<file path="config.mk">
export PLATFORM = sky130hd
export DESIGN_NAME = mult_div_unit_flat
export DESIGN_NICKNAME = d
export VERILOG_FILES = /design/src/rtl/mult_div_unit_if.sv /design/src/rtl/mult_div_unit.sv /design/src/flat_wrapper.sv
export SDC_FILE = /design/constraint.sdc
export NUM_CORES = 1
export LEC_CHECK = 0
export ABC_CLOCK_PERIOD_IN_PS = 3700
export CORE_ASPECT_RATIO = 1.1
export CORE_MARGIN = 2
export CORE_UTILIZATION = 50
export CTS_BUF_LIST = sky130_fd_sc_hd__clkbuf_8
export CTS_CLUSTER_DIAMETER = 100
export DETAILED_ROUTE_END_ITERATION = 10
export GPL_ROUTABILITY_DRIVEN = 0
export GPL_TIMING_DRIVEN = 0
export PLACE_DENSITY_LB_ADDON = 0.1
export SLEW_MARGIN = 20
export SYNTH_ARGS = -nofsm -noshare
export SYNTH_HDL_FRONTEND = slang
export SYNTH_SLANG_ARGS = --single-unit
</file>
<file path="constraint.sdc">
create_clock -name clk -period 3.7 [get_ports clk]
set_clock_uncertainty 0.05 [all_clocks]
set_input_delay 1.11 -clock clk [delete_from_list [all_inputs] [get_ports clk]]
set_output_delay 1.11 -clock clk [all_outputs]
set_load 0.02 [all_outputs]
</file>
<file path="src/rtl/mult_div_unit_if.sv">
// HI/LO multiply/divide unit request/response bundle.
// master = control/datapath side, slave = mult_div_unit.
interface mdu_if #(
    parameter int unsigned DATA_W = 32
);
    logic              start;
    logic [1:0]        op;
    logic [DATA_W-1:0] rs_val;
    logic [DATA_W-1:0] rt_val;
    logic              mthi;
    logic              mtlo;
    logic              busy;
    logic              done;
    logic [DATA_W-1:0] hi;
    logic [DATA_W-1:0] lo;

    modport master (output start, op, rs_val, rt_val, mthi, mtlo,
                    input  busy, done, hi, lo);
    modport slave  (input  start, op, rs_val, rt_val, mthi, mtlo,
                    output busy, done, hi, lo);
endinterface

</file>
<file path="src/rtl/mult_div_unit.sv">
// Iterative MULT/MULTU/DIV/DIVU unit holding HI/LO; also services MTHI/MTLO.
// Optional MDU_FAST_MUL_EN: single-cycle multiply via '*', divide stays iterative.
module mult_div_unit #(
    parameter int unsigned DATA_W = 32
) (
    input  logic  clk,
    input  logic  rst_n,
    mdu_if.slave  bus
);
    localparam int unsigned W     = DATA_W;
    localparam int unsigned P_W   = 2 * DATA_W;
    localparam int unsigned CNT_W = $clog2(DATA_W) + 1;

    typedef enum logic [1:0] {IDLE, CALC, FIX} state_t;

    state_t           state, state_next;
    logic [CNT_W-1:0] count, count_next;
    logic [W-1:0]     acc_hi, acc_hi_next;
    logic [W-1:0]     acc_lo, acc_lo_next;
    logic [W-1:0]     opb, opb_next;
    logic [W-1:0]     hi_q, hi_next;
    logic [W-1:0]     lo_q, lo_next;
    logic             is_div, is_div_next;
    logic             neg_a, neg_a_next;
    logic             neg_b, neg_b_next;
    logic             div0, div0_next;
    logic             busy_q, busy_next;
    logic             done_q, done_next;

    logic             sgn_a, sgn_b;
    logic [W-1:0]     mag_a, mag_b;
    logic [W:0]       mul_sum, div_trial, div_diff;
    logic [P_W-1:0]   prod_mag, prod_fix;
    logic [W-1:0]     quo_fix, rem_fix;

    // Operand magnitudes, one iteration step of each algorithm, and final sign fix-up
    always_comb begin
        sgn_a     = ~bus.op[0] & bus.rs_val[W-1];
        sgn_b     = ~bus.op[0] & bus.rt_val[W-1];
        mag_a     = sgn_a ? (~bus.rs_val + W'(1)) : bus.rs_val;
        mag_b     = sgn_b ? (~bus.rt_val + W'(1)) : bus.rt_val;
        mul_sum   = {1'b0, acc_hi} + (acc_lo[0] ? {1'b0, opb} : {(W+1){1'b0}});
        div_trial = {acc_hi, acc_lo[W-1]};
        div_diff  = div_trial - {1'b0, opb};
        prod_mag  = {acc_hi, acc_lo};
        prod_fix  = (neg_a ^ neg_b) ? (~prod_mag + P_W'(1)) : prod_mag;
        quo_fix   = (neg_a ^ neg_b) ? (~acc_lo + W'(1)) : acc_lo;
        rem_fix   = neg_a ? (~acc_hi + W'(1)) : acc_hi;
    end

    // Next-state and register update logic
    always_comb begin
        state_next  = state;
        count_next  = count;
        acc_hi_next = acc_hi;
        acc_lo_next = acc_lo;
        opb_next    = opb;
        hi_next     = hi_q;
        lo_next     = lo_q;
        is_div_next = is_div;
        neg_a_next  = neg_a;
        neg_b_next  = neg_b;
        div0_next   = div0;
        busy_next   = busy_q;
        done_next   = 1'b0;

        case (state)
            IDLE: begin
                if (bus.start) begin
                    is_div_next = bus.op[1];
                    neg_a_next  = sgn_a;
                    neg_b_next  = sgn_b;
                    div0_next   = (bus.rt_val == '0);
                    acc_hi_next = '0;
                    acc_lo_next = mag_a;
                    opb_next    = mag_b;
                    count_next  = '0;
                    busy_next   = 1'b1;
                    state_next  = CALC;
`ifdef MDU_FAST_MUL_EN
                    if (!bus.op[1]) begin
                        {acc_hi_next, acc_lo_next} = P_W'(mag_a) * P_W'(mag_b);
                        state_next = FIX;
                    end
`endif
                end else begin
                    if (bus.mthi) hi_next = bus.rs_val;
                    if (bus.mtlo) lo_next = bus.rs_val;
                end
            end
            CALC: begin
                count_next = count + CNT_W'(1);
                if (is_div) begin
                    acc_hi_next = div_diff[W] ? div_trial[W-1:0] : div_diff[W-1:0];
                    acc_lo_next = {acc_lo[W-2:0], ~div_diff[W]};
                end else begin
                    acc_hi_next = mul_sum[W:1];
                    acc_lo_next = {mul_sum[0], acc_lo[W-1:1]};
                end
                if (count == CNT_W'(W - 1)) state_next = FIX;
            end
            FIX: begin
                if (is_div) begin
                    lo_next = div0 ? '1 : quo_fix;
                    hi_next = rem_fix;
                end else begin
                    {hi_next, lo_next} = prod_fix;
                end
                done_next  = 1'b1;
                busy_next  = 1'b0;
                state_next = IDLE;
            end
            default: state_next = IDLE;
        endcase
    end

    always_ff @(posedge clk or negedge rst_n) begin
        if (!rst_n) begin
            state  <= IDLE;
            count  <= '0;
            acc_hi <= '0;
            acc_lo <= '0;
            opb    <= '0;
            hi_q   <= '0;
            lo_q   <= '0;
            is_div <= 1'b0;
            neg_a  <= 1'b0;
            neg_b  <= 1'b0;
            div0   <= 1'b0;
            busy_q <= 1'b0;
            done_q <= 1'b0;
        end else begin
            state  <= state_next;
            count  <= count_next;
            acc_hi <= acc_hi_next;
            acc_lo <= acc_lo_next;
            opb    <= opb_next;
            hi_q   <= hi_next;
            lo_q   <= lo_next;
            is_div <= is_div_next;
            neg_a  <= neg_a_next;
            neg_b  <= neg_b_next;
            div0   <= div0_next;
            busy_q <= busy_next;
            done_q <= done_next;
        end
    end

    assign bus.busy = busy_q;
    assign bus.done = done_q;
    assign bus.hi   = hi_q;
    assign bus.lo   = lo_q;
endmodule

</file>
<file path="src/flat_wrapper.sv">
// flat-port wrapper written by rule: the top's interface ports become plain ports
module mult_div_unit_flat 
#(
    parameter int unsigned DATA_W = 32
)
  (clk, rst_n, bus_start, bus_op, bus_rs_val, bus_rt_val, bus_mthi, bus_mtlo, bus_busy, bus_done, bus_hi, bus_lo);
  mdu_if #(.DATA_W(DATA_W)) bus_i ();
  input  logic clk;
  input  logic rst_n;
  input wire logic [$bits(bus_i.start)-1:0] bus_start;
  input wire logic [$bits(bus_i.op)-1:0] bus_op;
  input wire logic [$bits(bus_i.rs_val)-1:0] bus_rs_val;
  input wire logic [$bits(bus_i.rt_val)-1:0] bus_rt_val;
  input wire logic [$bits(bus_i.mthi)-1:0] bus_mthi;
  input wire logic [$bits(bus_i.mtlo)-1:0] bus_mtlo;
  output wire logic [$bits(bus_i.busy)-1:0] bus_busy;
  output wire logic [$bits(bus_i.done)-1:0] bus_done;
  output wire logic [$bits(bus_i.hi)-1:0] bus_hi;
  output wire logic [$bits(bus_i.lo)-1:0] bus_lo;
  assign bus_i.start = bus_start;
  assign bus_i.op = bus_op;
  assign bus_i.rs_val = bus_rs_val;
  assign bus_i.rt_val = bus_rt_val;
  assign bus_i.mthi = bus_mthi;
  assign bus_i.mtlo = bus_mtlo;
  assign bus_busy = bus_i.busy;
  assign bus_done = bus_i.done;
  assign bus_hi = bus_i.hi;
  assign bus_lo = bus_i.lo;
  mult_div_unit #(.DATA_W(DATA_W)) u_core (.clk(clk), .rst_n(rst_n), .bus(bus_i));
endmodule
</file>
==> qor.yml <==
cts:
  cts_tree: "built"
  cts_buffers: 17
  htree_levels: 4
  insertion_delay_ns: 0.49
  cts_buffer_depth: 2
  cts-root-buf: "clkbuf_8"
  cts.sinks: 174
  postCtsHoldBufs: 0
  clkTransAtPathRegs_ns: 0.10
final_layout:
  nets: 2104
  diodes: 0
  areaGrowthSynthToFinish_pct: 16.7
  drive_above_1_share_pct: 4.46
route:
  wl_per_cell_um: 20.0
  ant_nets: 0
  drc: 0
  viasPerCell: 6.02
  drt_iter0_markers: 943
  via_count: 14100
  first_pass_iters: 5
  drt-total-wl_um: 46700
timing:
  slew_violations: 0
  setup_viol: 0
  worst_pin_slew_ns: 0.951
  rsz0062_at_grt: "yes"
  period_share_pct: 97.0
  hold_ws_ns: 0.433
  clock.fmax_mhz: 279
  hold_viol_final: 0
  min_period_ns: 3.59
  slew_headroom_pct: 36.6
  finalSetupTns_ns: 0
critical_path:
  cp_top_family: "compound AO/OA/AOI/OAI gates"
  path_cells: "inv_1 -> ha_1 -> fa_1 -> nand2b_1 -> a21oi_1 -> o211a_1 -> o31a_1 -> buf_4 -> a31oi_1 -> nand3_2 -> buf_4 -> o21ai_0 -> a21boi_0 -> o221ai_1"
  worstPathRequired_ns: 3.99
  r2r_start: "u_core.acc_lo[31]$_DFFE_PN0P_"
  path_depth: 14
  critPathSlowestCell: "dfrtp_2"
  crit_top_cell: "buf_4"
  cp-start-kind: "flop"
  crit_buf_inv: 3
  worstSetupStartpoint: "u_core.acc_lo[31]$_DFFE_PN0P_"
  end_kind: "flop"
  cp.arrival_ns: 3.88
  criticalPathCategory: "flop to flop"
  timing.rr.end: "u_core.acc_hi[25]$_DFFE_PN0P_"
  rrSetupSlack_ns: 0.11
  critPathCapture: "u_core.acc_hi[25]$_DFFE_PN0P_"
  reg2regPathDepth: 14
  path_max_fanout: 10
  critPathMaxStageDelay_ns: 0.47
yosys:
  ys_ff_latch: 174
  synth_cell_types: 75
  synth-compound-area-share_pct: 25.1
  synth_edf_count: 0
  synthAdderAreaFrac_pct: 6.37
  synth_nets: 1945
  yosys_warnings: 0
  synthSimpleGateAreaFrac_pct: 19.2
  synthMuxAreaShare_pct: 3.81
  synth_top_family_by_area: "compound AO/OA/AOI/OAI gates"
  yosysSeqAreaShare_pct: 30.7
  synth-async-reset-ratio_pct: 100
  syn_area_sq_um: 14200
  synthXorXnorAreaFrac_pct: 10.6
  syn_avg_cell_area_sq_um: 7.87
  syn_inst: 1803
  ys.flop_type: "dfrtp_1"
power_and_ir_drop:
  switchingPower_mw: 6.95
  power.share.clock_pct: 9.2
  powerDensity_nw_per_um2: 840
  swShare_pct: 50.0
  ir_drop_mv: 0.383
  seqPwrFrac_pct: 25.4
  leakagePower_nw: 7.00
  p_int_mw: 6.95
  p_comb_share_pct: 65.3
  power_mw: 13.9
grt:
  first_global_vias: 13800
  grt_start_max_net_pins: 74
  grt_usage_pct: 31.5
  grt_pass1_wl_um: 73100
  overflow: 0
  antenna_found_initial: 0
floorplan:
  dieArea_sq_um: 29700
  start_util_pct: 50.9
  core.rowCount: 64
  core_area_sq_um: 27900
  die_w_um: 165
  die_h_um: 181
  ioPinCount: 137
hold_path:
  hold_class: "input pin to async pin"
run_status:
  status: "finished, final reports clean"
place:
  dp_hpwl_um: 36900
  io_buffers: 135
run:
  drv_cap: 0
==> stage by stage <==
stage               setup WS [ns]  cells  utilization, %  cell area [sq um]
detailed placement         -0.599   2303            57.6              16100
global placement            -5.86   2301            57.4              16000
CTS                       0.00138   2336            59.1              16500
global route             -0.00188   2338            59.4              16600
floorplan                   0.473   1803               -              14200
finish                      0.110   2338            59.4              16600
==> power by group through the flow <==
| stage | Clock (mW) | Sequential [mW] | Combinational (mW) |
|---|---|---|---|
| after floorplan | 0 | 3.48 | 6.28 |
| after global placement | 0 | 3.51 | 8.63 |
| after detailed placement | 0 | 3.54 | 8.79 |
| after CTS | 1.28 | 3.50 | 8.86 |
| after global routing | 1.36 | 3.64 | 10.0 |
| final | 1.28 | 3.54 | 9.08 |
==> metal layers <==
metal	track usage [%]	wire, um
met5	0	0
met1	37.5	18700
met2	55.1	23000
met4	15.9	2270
met3	4.05	2740
==> worst min-delay path by stage <==
stage / from / to / slack, ns
final: rst_n / u_core.bus.lo[5]$_DFFE_PN0P_ / 0.43
after global routing: rst_n / u_core.bus.lo[6]$_DFFE_PN0P_ / 0.43
after CTS: rst_n / u_core.bus.lo[5]$_DFFE_PN0P_ / 0.43
after detailed placement: u_core.bus.lo[24]$_DFFE_PN0P_ / u_core.bus.lo[24]$_DFFE_PN0P_ / 0.42
after global placement: u_core.bus.lo[15]$_DFFE_PN0P_ / u_core.bus.lo[15]$_DFFE_PN0P_ / 0.41
after floorplan: u_core.opb[10]$_DFFE_PN0P_ / u_core.opb[10]$_DFFE_PN0P_ / 0.40
==> state kept, by name, summed over array words and instances (netlist names), 2 cells and up <==
name,cells
u_core.acc_hi,32
u_core.acc_lo,32
u_core.bus.hi,32
u_core.bus.lo,32
u_core.count,6
u_core.opb,32
u_core.state,2
==> synthesized netlist by cell type (11+ instances only) <==
library cell | number | area share (%)
a31oi_1 | 23 | 1.0
and3_1 | 18 | 0.79
nor3_1 | 34 | 1.2
nand2b_1 | 26 | 1.1
a21o_1 | 30 | 1.6
o21ai_1 | 11 | 0.39
dfrtp_1 | 174 | 31
buf_1 | 11 | 0.29
mux2i_1 | 54 | 3.8
o21ai_0 | 213 | 7.5
o22ai_1 | 41 | 1.8
xor2_1 | 72 | 4.4
o31ai_1 | 13 | 0.69
o211ai_1 | 20 | 1.1
nor4_1 | 15 | 0.66
ha_1 | 69 | 6.1
xnor2_1 | 99 | 6.1
inv_1 | 62 | 1.6
clkbuf_1 | 83 | 2.2
a22oi_1 | 20 | 1.1
a21oi_1 | 138 | 4.9
nor2b_1 | 16 | 0.71
nor2_1 | 144 | 3.8
or3_1 | 28 | 1.2
nand2_1 | 229 | 6.1
nand3_1 | 25 | 0.88
==> cell type report <==
class	instances	area, sq um
Buffer	96	389
Timing Repair Buffer	141	1440
Fill cell	2625	11300
Sequential cell	174	4360
Multi-Input combinational cell	1470	9330
Clock buffer	19	262
Clock inverter	13	88.8
Tap cell	363	454
Inverter	62	233
==> kinds of logic after synthesis <==
logic type                 after synthesis
AOI/OAI and AO/OA                      590
xor gates and xnor gates               171
adders and majority gates               71
buffers and inverters                  159
DFF                                    174
muxes                                   54
and+or+nand+nor                        584
==> placed cells by master (no fill, tap or decap), types with 10 or more instances in the layout <==
cell,count
clkdlybuf4s50_1,134
clkbuf_8,19
nand2_1,229
o31ai_1,13
a31oi_1,23
ha_1,69
a22oi_1,20
a21o_1,30
or3_1,28
nand2b_1,26
nand3_1,24
nor2b_1,15
xnor2_1,99
xor2_1,72
a21oi_1,137
o21ai_0,212
inv_1,61
o21ai_1,12
nor4_1,10
nor2_1,144
dfrtp_1,173
mux2i_1,54
o211ai_1,20
o22ai_1,41
buf_1,10
and3_1,18
clkbuf_1,78
nor3_1,29
==> repair_timing <==
action | in CTS | in global routing
gates resized for setup | 14 | 19
buffers inserted | 1 | 3
pin swaps | 1 | 3
endpoints found under the setup margin | 40 | 56
No activity file was read; power rests on OpenSTA's default activity.
